### src/rtl/ipsl_pcie_dma_tx_arb_pkg.sv
// Shared definitions for the PCIe DMA TX arbiter: channel indices, FSM states and
// arbitration helpers.
package ipsl_pcie_dma_tx_arb_pkg;

    localparam int NUM_CH = 3;

    localparam logic [1:0] CH_CPLD = 2'd0;
    localparam logic [1:0] CH_MRD  = 2'd1;
    localparam logic [1:0] CH_MWR  = 2'd2;

    typedef enum logic {StIdle, StXfer} arb_state_e;

    // One-hot winner: CPLD first when prioritised, else first requester at or after ptr.
    function automatic logic [2:0] pick_winner(logic [2:0] vld, logic [1:0] ptr, logic prio);
        logic found;
        int   j;
        pick_winner = '0;
        found       = 1'b0;
        if (prio && vld[CH_CPLD]) begin
            pick_winner[CH_CPLD] = 1'b1;
        end else begin
            for (int k = 0; k < NUM_CH; k++) begin
                j = int'(ptr) + k;
                if (j >= NUM_CH) j = j - NUM_CH;
                if (!found && vld[j]) begin
                    pick_winner[j] = 1'b1;
                    found          = 1'b1;
                end
            end
        end
    endfunction

    function automatic logic [1:0] next_ptr(logic [2:0] grant);
        if (grant[CH_CPLD]) return CH_MRD;
        else if (grant[CH_MRD]) return CH_MWR;
        else return CH_CPLD;
    endfunction

endpackage

### src/rtl/ipsl_pcie_dma_tx_skid.sv
// Two-entry FIFO-ordered AXI-stream skid buffer; the head register drives the output
// directly so data stays stable while stalled.
module ipsl_pcie_dma_tx_skid #(
    parameter int unsigned WIDTH = 130
) (
    input  logic             clk_i,
    input  logic             rst_i,
    input  logic             push_i,
    input  logic [WIDTH-1:0] push_data_i,
    output logic             full_o,
    output logic             valid_o,
    output logic [WIDTH-1:0] data_o,
    input  logic             ready_i
);

    logic [WIDTH-1:0] head_q, head_d;
    logic [WIDTH-1:0] tail_q, tail_d;
    logic [1:0]       count_q, count_d;
    logic             pop;

    assign valid_o = (count_q != 2'd0);
    assign full_o  = (count_q == 2'd2);
    assign data_o  = head_q;
    assign pop     = valid_o & ready_i;

    always_comb begin
        head_d  = head_q;
        tail_d  = tail_q;
        count_d = count_q + 2'(push_i) - 2'(pop);
        unique case (count_q)
            2'd0: if (push_i) head_d = push_data_i;
            2'd1: begin
                if (push_i && pop) head_d = push_data_i;
                else if (push_i) tail_d = push_data_i;
            end
            2'd2: if (pop) head_d = tail_q;
            default: ;
        endcase
    end

    always_ff @(posedge clk_i) begin
        if (rst_i) begin
            head_q  <= '0;
            tail_q  <= '0;
            count_q <= 2'd0;
        end else begin
            head_q  <= head_d;
            tail_q  <= tail_d;
            count_q <= count_d;
        end
    end

    // Upstream trdy is gated by full_o, so a push into a full buffer is a design bug.
    always_ff @(posedge clk_i) begin
        if (!rst_i) assert (!(push_i && full_o));
    end

endmodule

### src/rtl/ipsl_pcie_dma_tx_arb.sv
// Merges the CPLD/MRD/MWR TLP streams into one TX stream with TLP-atomic arbitration,
// a 2-entry output skid buffer and saturating per-channel TLP counters.
module ipsl_pcie_dma_tx_arb
    import ipsl_pcie_dma_tx_arb_pkg::*;
#(
    parameter int unsigned DATA_WIDTH    = 128,
    parameter int unsigned CPLD_PRIORITY = 1,
    parameter int unsigned CNT_WIDTH     = 16
) (
    input  logic                     clk,
    input  logic                     rst,
    input  logic                     i_axis_slave0_tvld,
    input  logic [DATA_WIDTH-1:0]    i_axis_slave0_tdata,
    input  logic                     i_axis_slave0_tlast,
    input  logic                     i_axis_slave0_tuser,
    output logic                     o_axis_slave0_trdy,
    input  logic                     i_axis_slave1_tvld,
    input  logic [DATA_WIDTH-1:0]    i_axis_slave1_tdata,
    input  logic                     i_axis_slave1_tlast,
    input  logic                     i_axis_slave1_tuser,
    output logic                     o_axis_slave1_trdy,
    input  logic                     i_axis_slave2_tvld,
    input  logic [DATA_WIDTH-1:0]    i_axis_slave2_tdata,
    input  logic                     i_axis_slave2_tlast,
    input  logic                     i_axis_slave2_tuser,
    output logic                     o_axis_slave2_trdy,
    output logic                     o_axis_tx_tvld,
    output logic [DATA_WIDTH-1:0]    o_axis_tx_tdata,
    output logic                     o_axis_tx_tlast,
    output logic                     o_axis_tx_tuser,
    input  logic                     i_axis_tx_trdy,
    input  logic                     i_tx_restart,
    output logic [2:0]               o_grant,
    output logic [3*CNT_WIDTH-1:0]   o_tlp_cnt
);

    logic [2:0]            tvld, tlast, tuser, trdy;
    logic [DATA_WIDTH-1:0] tdata [NUM_CH];
    logic [DATA_WIDTH+1:0] acc_beat, skid_data;
    logic                  acc, acc_last, skid_full;

    arb_state_e            state_q;
    logic [2:0]            grant_q;
    logic [1:0]            ptr_q;
    logic [CNT_WIDTH-1:0]  cnt_q [NUM_CH];

    assign tvld     = {i_axis_slave2_tvld, i_axis_slave1_tvld, i_axis_slave0_tvld};
    assign tlast    = {i_axis_slave2_tlast, i_axis_slave1_tlast, i_axis_slave0_tlast};
    assign tuser    = {i_axis_slave2_tuser, i_axis_slave1_tuser, i_axis_slave0_tuser};
    assign tdata[0] = i_axis_slave0_tdata;
    assign tdata[1] = i_axis_slave1_tdata;
    assign tdata[2] = i_axis_slave2_tdata;

    // grant_q is zero in IDLE, so this also keeps every trdy low there.
    assign trdy = grant_q & {3{~skid_full}};
    assign {o_axis_slave2_trdy, o_axis_slave1_trdy, o_axis_slave0_trdy} = trdy;

    assign acc = |(tvld & trdy);

    always_comb begin
        acc_beat = '0;
        for (int i = 0; i < NUM_CH; i++) begin
            if (grant_q[i]) acc_beat = {tdata[i], tlast[i], tuser[i]};
        end
    end

    assign acc_last = acc & acc_beat[1];

    always_ff @(posedge clk) begin
        if (rst) begin
            state_q <= StIdle;
            grant_q <= '0;
            ptr_q   <= CH_CPLD;
        end else begin
            unique case (state_q)
                StIdle: begin
                    if (|tvld) begin
                        grant_q <= pick_winner(tvld, ptr_q, CPLD_PRIORITY != 0);
                        state_q <= StXfer;
                    end
                end
                StXfer: begin
                    if (acc_last) begin
                        grant_q <= '0;
                        ptr_q   <= next_ptr(grant_q);
                        state_q <= StIdle;
                    end
                end
                default: state_q <= StIdle;
            endcase
        end
    end

    always_ff @(posedge clk) begin
        if (rst || i_tx_restart) begin
            for (int i = 0; i < NUM_CH; i++) cnt_q[i] <= '0;
        end else if (acc_last) begin
            for (int i = 0; i < NUM_CH; i++) begin
                if (grant_q[i] && !(&cnt_q[i])) cnt_q[i] <= cnt_q[i] + CNT_WIDTH'(1);
            end
        end
    end

    assign o_grant   = grant_q;
    assign o_tlp_cnt = {cnt_q[2], cnt_q[1], cnt_q[0]};

    ipsl_pcie_dma_tx_skid #(
        .WIDTH(DATA_WIDTH + 2)
    ) u_skid (
        .clk_i       (clk),
        .rst_i       (rst),
        .push_i      (acc),
        .push_data_i (acc_beat),
        .full_o      (skid_full),
        .valid_o     (o_axis_tx_tvld),
        .data_o      (skid_data),
        .ready_i     (i_axis_tx_trdy)
    );

    assign {o_axis_tx_tdata, o_axis_tx_tlast, o_axis_tx_tuser} = skid_data;

endmodule

### config.mk
export PLATFORM = sky130hd
export DESIGN_NAME = ipsl_pcie_dma_tx_arb
export DESIGN_NICKNAME = d
export VERILOG_FILES = /design/src/rtl/ipsl_pcie_dma_tx_arb_pkg.sv /design/src/rtl/ipsl_pcie_dma_tx_skid.sv /design/src/rtl/ipsl_pcie_dma_tx_arb.sv
export SDC_FILE = /design/constraint.sdc
export NUM_CORES = 1
export LEC_CHECK = 0
export ABC_CLOCK_PERIOD_IN_PS = 3700
export CAP_MARGIN = 15
export CELL_PAD_IN_SITES_DETAIL_PLACEMENT = 1
export CELL_PAD_IN_SITES_GLOBAL_PLACEMENT = 1
export CORE_AREA = 4 4 227 229
export DETAILED_ROUTE_END_ITERATION = 7
export DIE_AREA = 0 0 231 233
export PLACE_DENSITY = 0.81
export SYNTH_ARGS = -nofsm -noshare
export SYNTH_HDL_FRONTEND = slang
export SYNTH_SLANG_ARGS = --single-unit
export TNS_END_PERCENT = 10
### constraint.sdc
create_clock -name clk -period 3.7 [get_ports clk]
set_input_delay 0.925 -clock clk [delete_from_list [all_inputs] [get_ports clk]]
set_output_delay 0.925 -clock clk [all_outputs]
set_load 0.01 [all_outputs]
Word level (Yosys, flattened, before mapping)

Memories as Yosys holds them, arrays and structs flattened.
Cells that the tools add are included.

Register bits: 268
RAM bits: 48
Bits of input ports: 397
Output and inout port bits: 185
Word-level logic and storage cells: 157
Memories kept: 1

Memories:

| memory | words | bits a word | read ports | clocked after memory_dff | wr ports | RTL line                   | RTL |
|---|---|---|---|---|---|---|---|
| cnt_q  | 3     | 16          | 3          | 0                        | 3        | ipsl_pcie_dma_tx_arb.sv:45 | `logic [CNT_WIDTH-1:0] cnt_q [NUM_CH];` |

$add $sub $neg: 10
$lt $le $gt $ge: 9
Equal/unequal tests: 7
Multiplexer cells: 85
Bitwise logic cells: 12
Reductions and logical operators: 27

Operators by type and width:

| operator                                              | number |
|---|---|
| two-way mux 130 bit                                   | 6 |
| two-way mux 32 bit                                    | 15 |
| case mux 130 bit (3 select lines)                     | 1 |
| >= comparator 32 x 1 -> 1 bit (second input constant) | 3 |
| < comparator 32 x 4 -> 1 bit (second input constant)  | 3 |
| adder 16 x 1 -> 16 bit (second input constant)        | 3 |
| two-way mux 16 bit                                    | 3 |
| AND reduction 16 bit                                  | 3 |
| two-way mux 3 bit                                     | 13 |
| two-way mux 1 bit                                     | 36 |
| logical AND 1 bit                                     | 9 |
| subtractor 3 x 2 -> 4 bit (second input constant)     | 2 |
| bitwise AND 3 bit                                     | 2 |
| binary-select mux 1 bit (select 2 bit)                | 3 |
| demux 1 bit (select 2 bit)                            | 3 |
| >= comparator 3 x 2 -> 1 bit (second input constant)  | 2 |
| two-way mux 2 bit                                     | 3 |
| != test 2 bit (second input constant)                 | 3 |
| bitwise OR 3 bit                                      | 2 |
| case mux 3 bit (2 select lines)                       | 1 |
| OR reduction 3 bit                                    | 2 |
| logical NOT 1 bit                                     | 5 |
| != test 2 x 1 -> 1 bit (second input constant)        | 2 |
| AND reduction 2 bit                                   | 2 |
| other kinds (18)                                      | 23 |

Depth between registers and ports, before layout

Gate-level depths: netlist (run 1).

Depth in word-level cells: 27
Depth in mapped cells: 10
Depth with buffers taken out: 9

Modules after synthesis

Synthesis (run 1) repeated with hierarchy kept, for this count alone.

Cell total of the unflattened synthesis: 1,944
Area total of the unflattened synthesis: 17,199.0 sq um

By module, submodules not included:

| module                | instances | cells an instance | area an instance (sq um) | seq. area each (sq um) |
|---|---|---|---|---|
| ipsl_pcie_dma_tx_skid | 1         | 1,191             | 11,488.5                 | 5,245.0 |
| ipsl_pcie_dma_tx_arb  | 1         | 753               | 5,710.5                  | 1,561.5 |

Worst setup path before layout (run 1)

Ideal clock, no wire load.

Path kind: input to register
Start: input port i_axis_slave0_tvld
End: memory cnt_q[2][0], in the netlist cnt_q[0][32] (enable)
Arrival time: 2.284 ns
Required time: 3.381 ns
Path slack: 1.097 ns
Cell stages on the path: 5
Cell sequence: buf_6 -> a222oi_1 -> nor2_1 -> and2_0 -> a211o_1

RTL lines:

| what        | RTL line                   | RTL |
|---|---|---|
| from (decl) | ipsl_pcie_dma_tx_arb.sv:12 | `input logic i_axis_slave0_tvld,` |
| to (decl)   | ipsl_pcie_dma_tx_arb.sv:45 |  |

Final worst setup path (run 1)

Start: register grant_q[1], in the netlist o_grant[1]
End: output port o_grant[1]

RTL lines:

| what                   | RTL line                   | RTL |
|---|---|---|
| from (decl)            | ipsl_pcie_dma_tx_arb.sv:43 | `logic [2:0] grant_q;` |
| from (signal assigned) | ipsl_pcie_dma_tx_arb.sv:78 | `grant_q <= pick_winner(tvld, ptr_q, CPLD_PRIORITY != 0);` |
| to (decl)              | ipsl_pcie_dma_tx_arb.sv:33 | `output logic [2:0] o_grant,` |

No word-level cell between the ends.

==> flow_metrics.py, run 1 <==
metrics = {
    "placed_design": {
        "port_buffers": 581,
        "place_congestion": 0.836,
        "hpwl_um": 46300,
    },
    "timing": {
        "period_needed_ns": 3.24,
        "setup_violations": 0,
        "tightest_slew_ns": 1.01,
        "period_share": 0.875,
        "fin_skew_ns": 0.0220,
        "rsz0062_at_grt": "no",
        "fmax_ghz": 0.309,
        "hold_viol": 0,
        "max_slew_margin": 0.327,
        "fin_tns_setup_ns": 0,
        "finalMaxSlewViolations": 0,
    },
    "synthesis": {
        "synth_warnings": 0,
        "synthCells": 1915,
        "ys_types": 48,
        "synth-seq-cells": 316,
        "postSynthAreaPerCell_um2": 8.66,
        "postSynth.asyncResetShare": 0,
        "ys.flop_type": "dfxtp_1",
        "synth_edf_count": 48,
        "netlist_area_um2": 16600,
        "synth_nets": 2324,
        "synth-seq-area-share": 0.411,
    },
    "route": {
        "via_count": 16300,
        "drt_pass1_iterations": 7,
        "drt_wl_total_um": 63200,
        "via_per_inst": 5.26,
        "drtAntennaViolNets": 0,
        "drt-initial-drc-count": 749,
        "post_drt_wl_per_cell_um": 20.4,
        "drc_errors": 0,
    },
    "power": {
        "powerDensity_nw_per_um2": 526,
        "pwr-share-seq": 0.347,
        "clkPwrFrac": 0.297,
        "finalPower_mw": 12.6,
        "p_int_mw": 8.48,
        "peakVddDrop_mv": 0.381,
        "combinationalPowerShare": 0.356,
        "p_sw_mw": 4.15,
        "power.static_leakage_nw": 8.16,
        "p_sw_frac": 0.329,
    },
    "worst_setup_path": {
        "max_stage_delay_ns": 0.66,
        "worstSetupPathType": "reg -> out",
        "critPathRequiredTime_ns": 2.77,
        "critical-path-slowest-cell": "clkdlybuf4s50_1",
        "worstPathArrival_ns": 2.31,
        "cp_max_fo": 55,
        "path_cells": "buf_4 -> clkdlybuf4s50_1",
        "endpoint_kind": "primary output",
        "startpoint_type": "flip-flop",
    },
    "final_layout": {
        "syn_to_final_growth_pct": 45.0,
        "fin_util": 0.484,
        "nets": 2803,
        "drive_above_1_share": 0.0938,
        "fillers": 5741,
    },
    "global_route": {
        "antenna_found_initial": 8,
        "gr-total-overflow": 0,
        "grt_pass1_vias": 17200,
        "grtUsageMet1": 0.248,
        "grt_use_met2": 0.406,
        "top_usage_layer": "met2",
        "grt_first_pass_wirelength_um": 96100,
        "use_met3": 0.0568,
        "grt_max_degree": 140,
        "track_usage": 0.224,
    },
    "floorplan": {
        "dieArea_um2": 53800,
        "ioPinCount": 582,
        "start_util": 0.334,
        "die_y_um": 233,
        "core-area_um2": 49700,
        "chipWidth_um": 231,
        "rows": 82,
    },
    "cts": {
        "cts_root_buf": "clkbuf_16",
        "clockBufferDepth": 3,
        "cts_hold_buf": 0,
        "post_cts_resized": 0,
        "numCtsBuffers": 37,
        "cts_setup_buffers": 0,
        "cts.sinks": 316,
        "htree_levels": 2,
        "cts_tree": "yes",
        "clk_latency_ns": 0.54,
        "clk_pin_slew_ns": 0.06,
    },
    "worst_hold_path": {
        "min_path_type": "reg -> reg",
    },
    "job": {
        "drv_cap": 0,
    },
    "status": {
        "outcome": "finished, final reports clean",
    },
}
## registers in the layout, summed over array words and instances (netlist names)
register and flops:
u_skid.data_o 130, u_skid.tail_q 130, cnt_q 48, o_grant 3, ptr_q 2, u_skid.count_q 2, state_q 1
## placed cells by master, fill, tap and decap left out, drive strengths merged, types with 8 or more instances in the layout
cell,instances
xor2,24
edfxtp,48
a221oi,129
a21oi,265
nand2,284
nor3,8
nand3,21
clkdlybuf4s50,580
a211oi,131
inv,143
xnor2,20
mux2i,134
clkbuf,56
buf,30
ha,12
dfxtp,268
nor2b,8
nor2,193
## routing by layer
metal	share of wire	vias up
met1	0.39	7918
li1	-	7692
met4	0.038	10
met5	0.0013	-
met2	0.50	532
met3	0.070	118
## worst paths after layout
check / to / from / slack (ns) / cells past startpoint
max: o_grant[1] / o_grant[1] / 0.46 / 2
min reg2reg: u_skid.tail_q[88] / u_skid.tail_q[88] / 0.45 / 2
max reg2reg: cnt_q[0][8] / cnt_q[0][32] / 0.76 / 7
min: u_skid.tail_q[88] / u_skid.tail_q[88] / 0.45 / 2
## Yosys cell counts, drive strengths merged (2+ instances only)
cell    count  area (µm²)
a221oi    129        1130
nand2b      2        12.5
nand3      21         105
o21ai       5        25.0
a22o        2        17.5
buf        64         463
nor2b       8        50.1
xnor2      20         175
nor2      193         724
nor4bb      2        20.0
and4        5        43.8
dfxtp     268        5370
nand3b      4        30.0
mux2i     134        1340
nor4        6        37.5
clkbuf    106         398
xor2       24         210
a211o       2        17.5
ha         12         150
nand2     284        1070
a21oi     265        1330
inv       142         533
and2        3        18.8
nand4       6        37.5
edfxtp     48        1440
and3        6        37.5
nor3        8        40.0
a211oi    131        1630
## power by group through the flow
| stage | Combinational [mW] | Clock (mW) | Sequential [mW] |
|---|---|---|---|
| finish | 4.50 | 3.75 | 4.39 |
| global route | 4.84 | 4.00 | 4.46 |
| CTS | 4.57 | 3.86 | 4.40 |
| detailed placement | 4.54 | 0 | 4.46 |
| global placement | 4.40 | 0 | 4.44 |
| floorplan | 2.23 | 0 | 4.63 |
## stage by stage
step | hold WS, ns | cell area, µm² | worst slack, ns | cells
after floorplan | 0.436 | 16600 | 1.10 | 1915
after global placement | 0.441 | 22800 | 0.346 | 3027
after detailed placement | 0.447 | 22800 | 0.222 | 3027
after CTS | 0.455 | 24000 | 0.417 | 3093
after global routing | 0.469 | 24000 | 0.366 | 3095
final | 0.454 | 24000 | 0.461 | 3096
## cell type report
cell class / count / area (µm²) / area share
Clock buffer: 56 / 1140 / 0.0474
Multi-Input combinational cell: 1287 / 8430 / 0.351
Sequential cell: 316 / 6810 / 0.283
Clock inverter: 10 / 110 / 0.00458
Antenna cell: 3 / 7.51 / 0.000312
Inverter: 142 / 533 / 0.0222
Tap cell: 672 / 841 / 0.0350
Timing Repair Buffer: 610 / 6160 / 0.256
## logic make-up (layout without fill, tap and decap cells)
family,Yosys count,in the layout,share of synthesized area
buffers and inverters,312,818,0.0841
other,0,3,0
muxes,134,134,0.0809
xor gates and xnor gates,44,44,0.0232
adders and majority gates,12,12,0.00905
DFF,316,316,0.411
AOI/OAI and AO/OA,543,543,0.255
and+or+nand+nor,554,554,0.137
## worst max-delay path, delay by kind of cell (launching register included)
kind     cells  cell delay [ns]
buf+inv      2             1.22
flops        1             0.53
Power figures use the tool's default switching activity.
==> inputs of run 2 (changes only) <==
--- a/config.mk
+++ b/config.mk
@@ -12,7 +12,9 @@
 export CORE_AREA = 4 4 227 229
 export DETAILED_ROUTE_END_ITERATION = 7
 export DIE_AREA = 0 0 231 233
+export HOLD_SLACK_MARGIN = 0.12
 export PLACE_DENSITY = 0.81
+export SKIP_LAST_GASP = 1
 export SYNTH_ARGS = -nofsm -noshare
 export SYNTH_HDL_FRONTEND = slang
 export SYNTH_SLANG_ARGS = --single-unit
==> results of run 2 <==
Same layout as run 1: the final DEF is identical, and so are final timing and power.
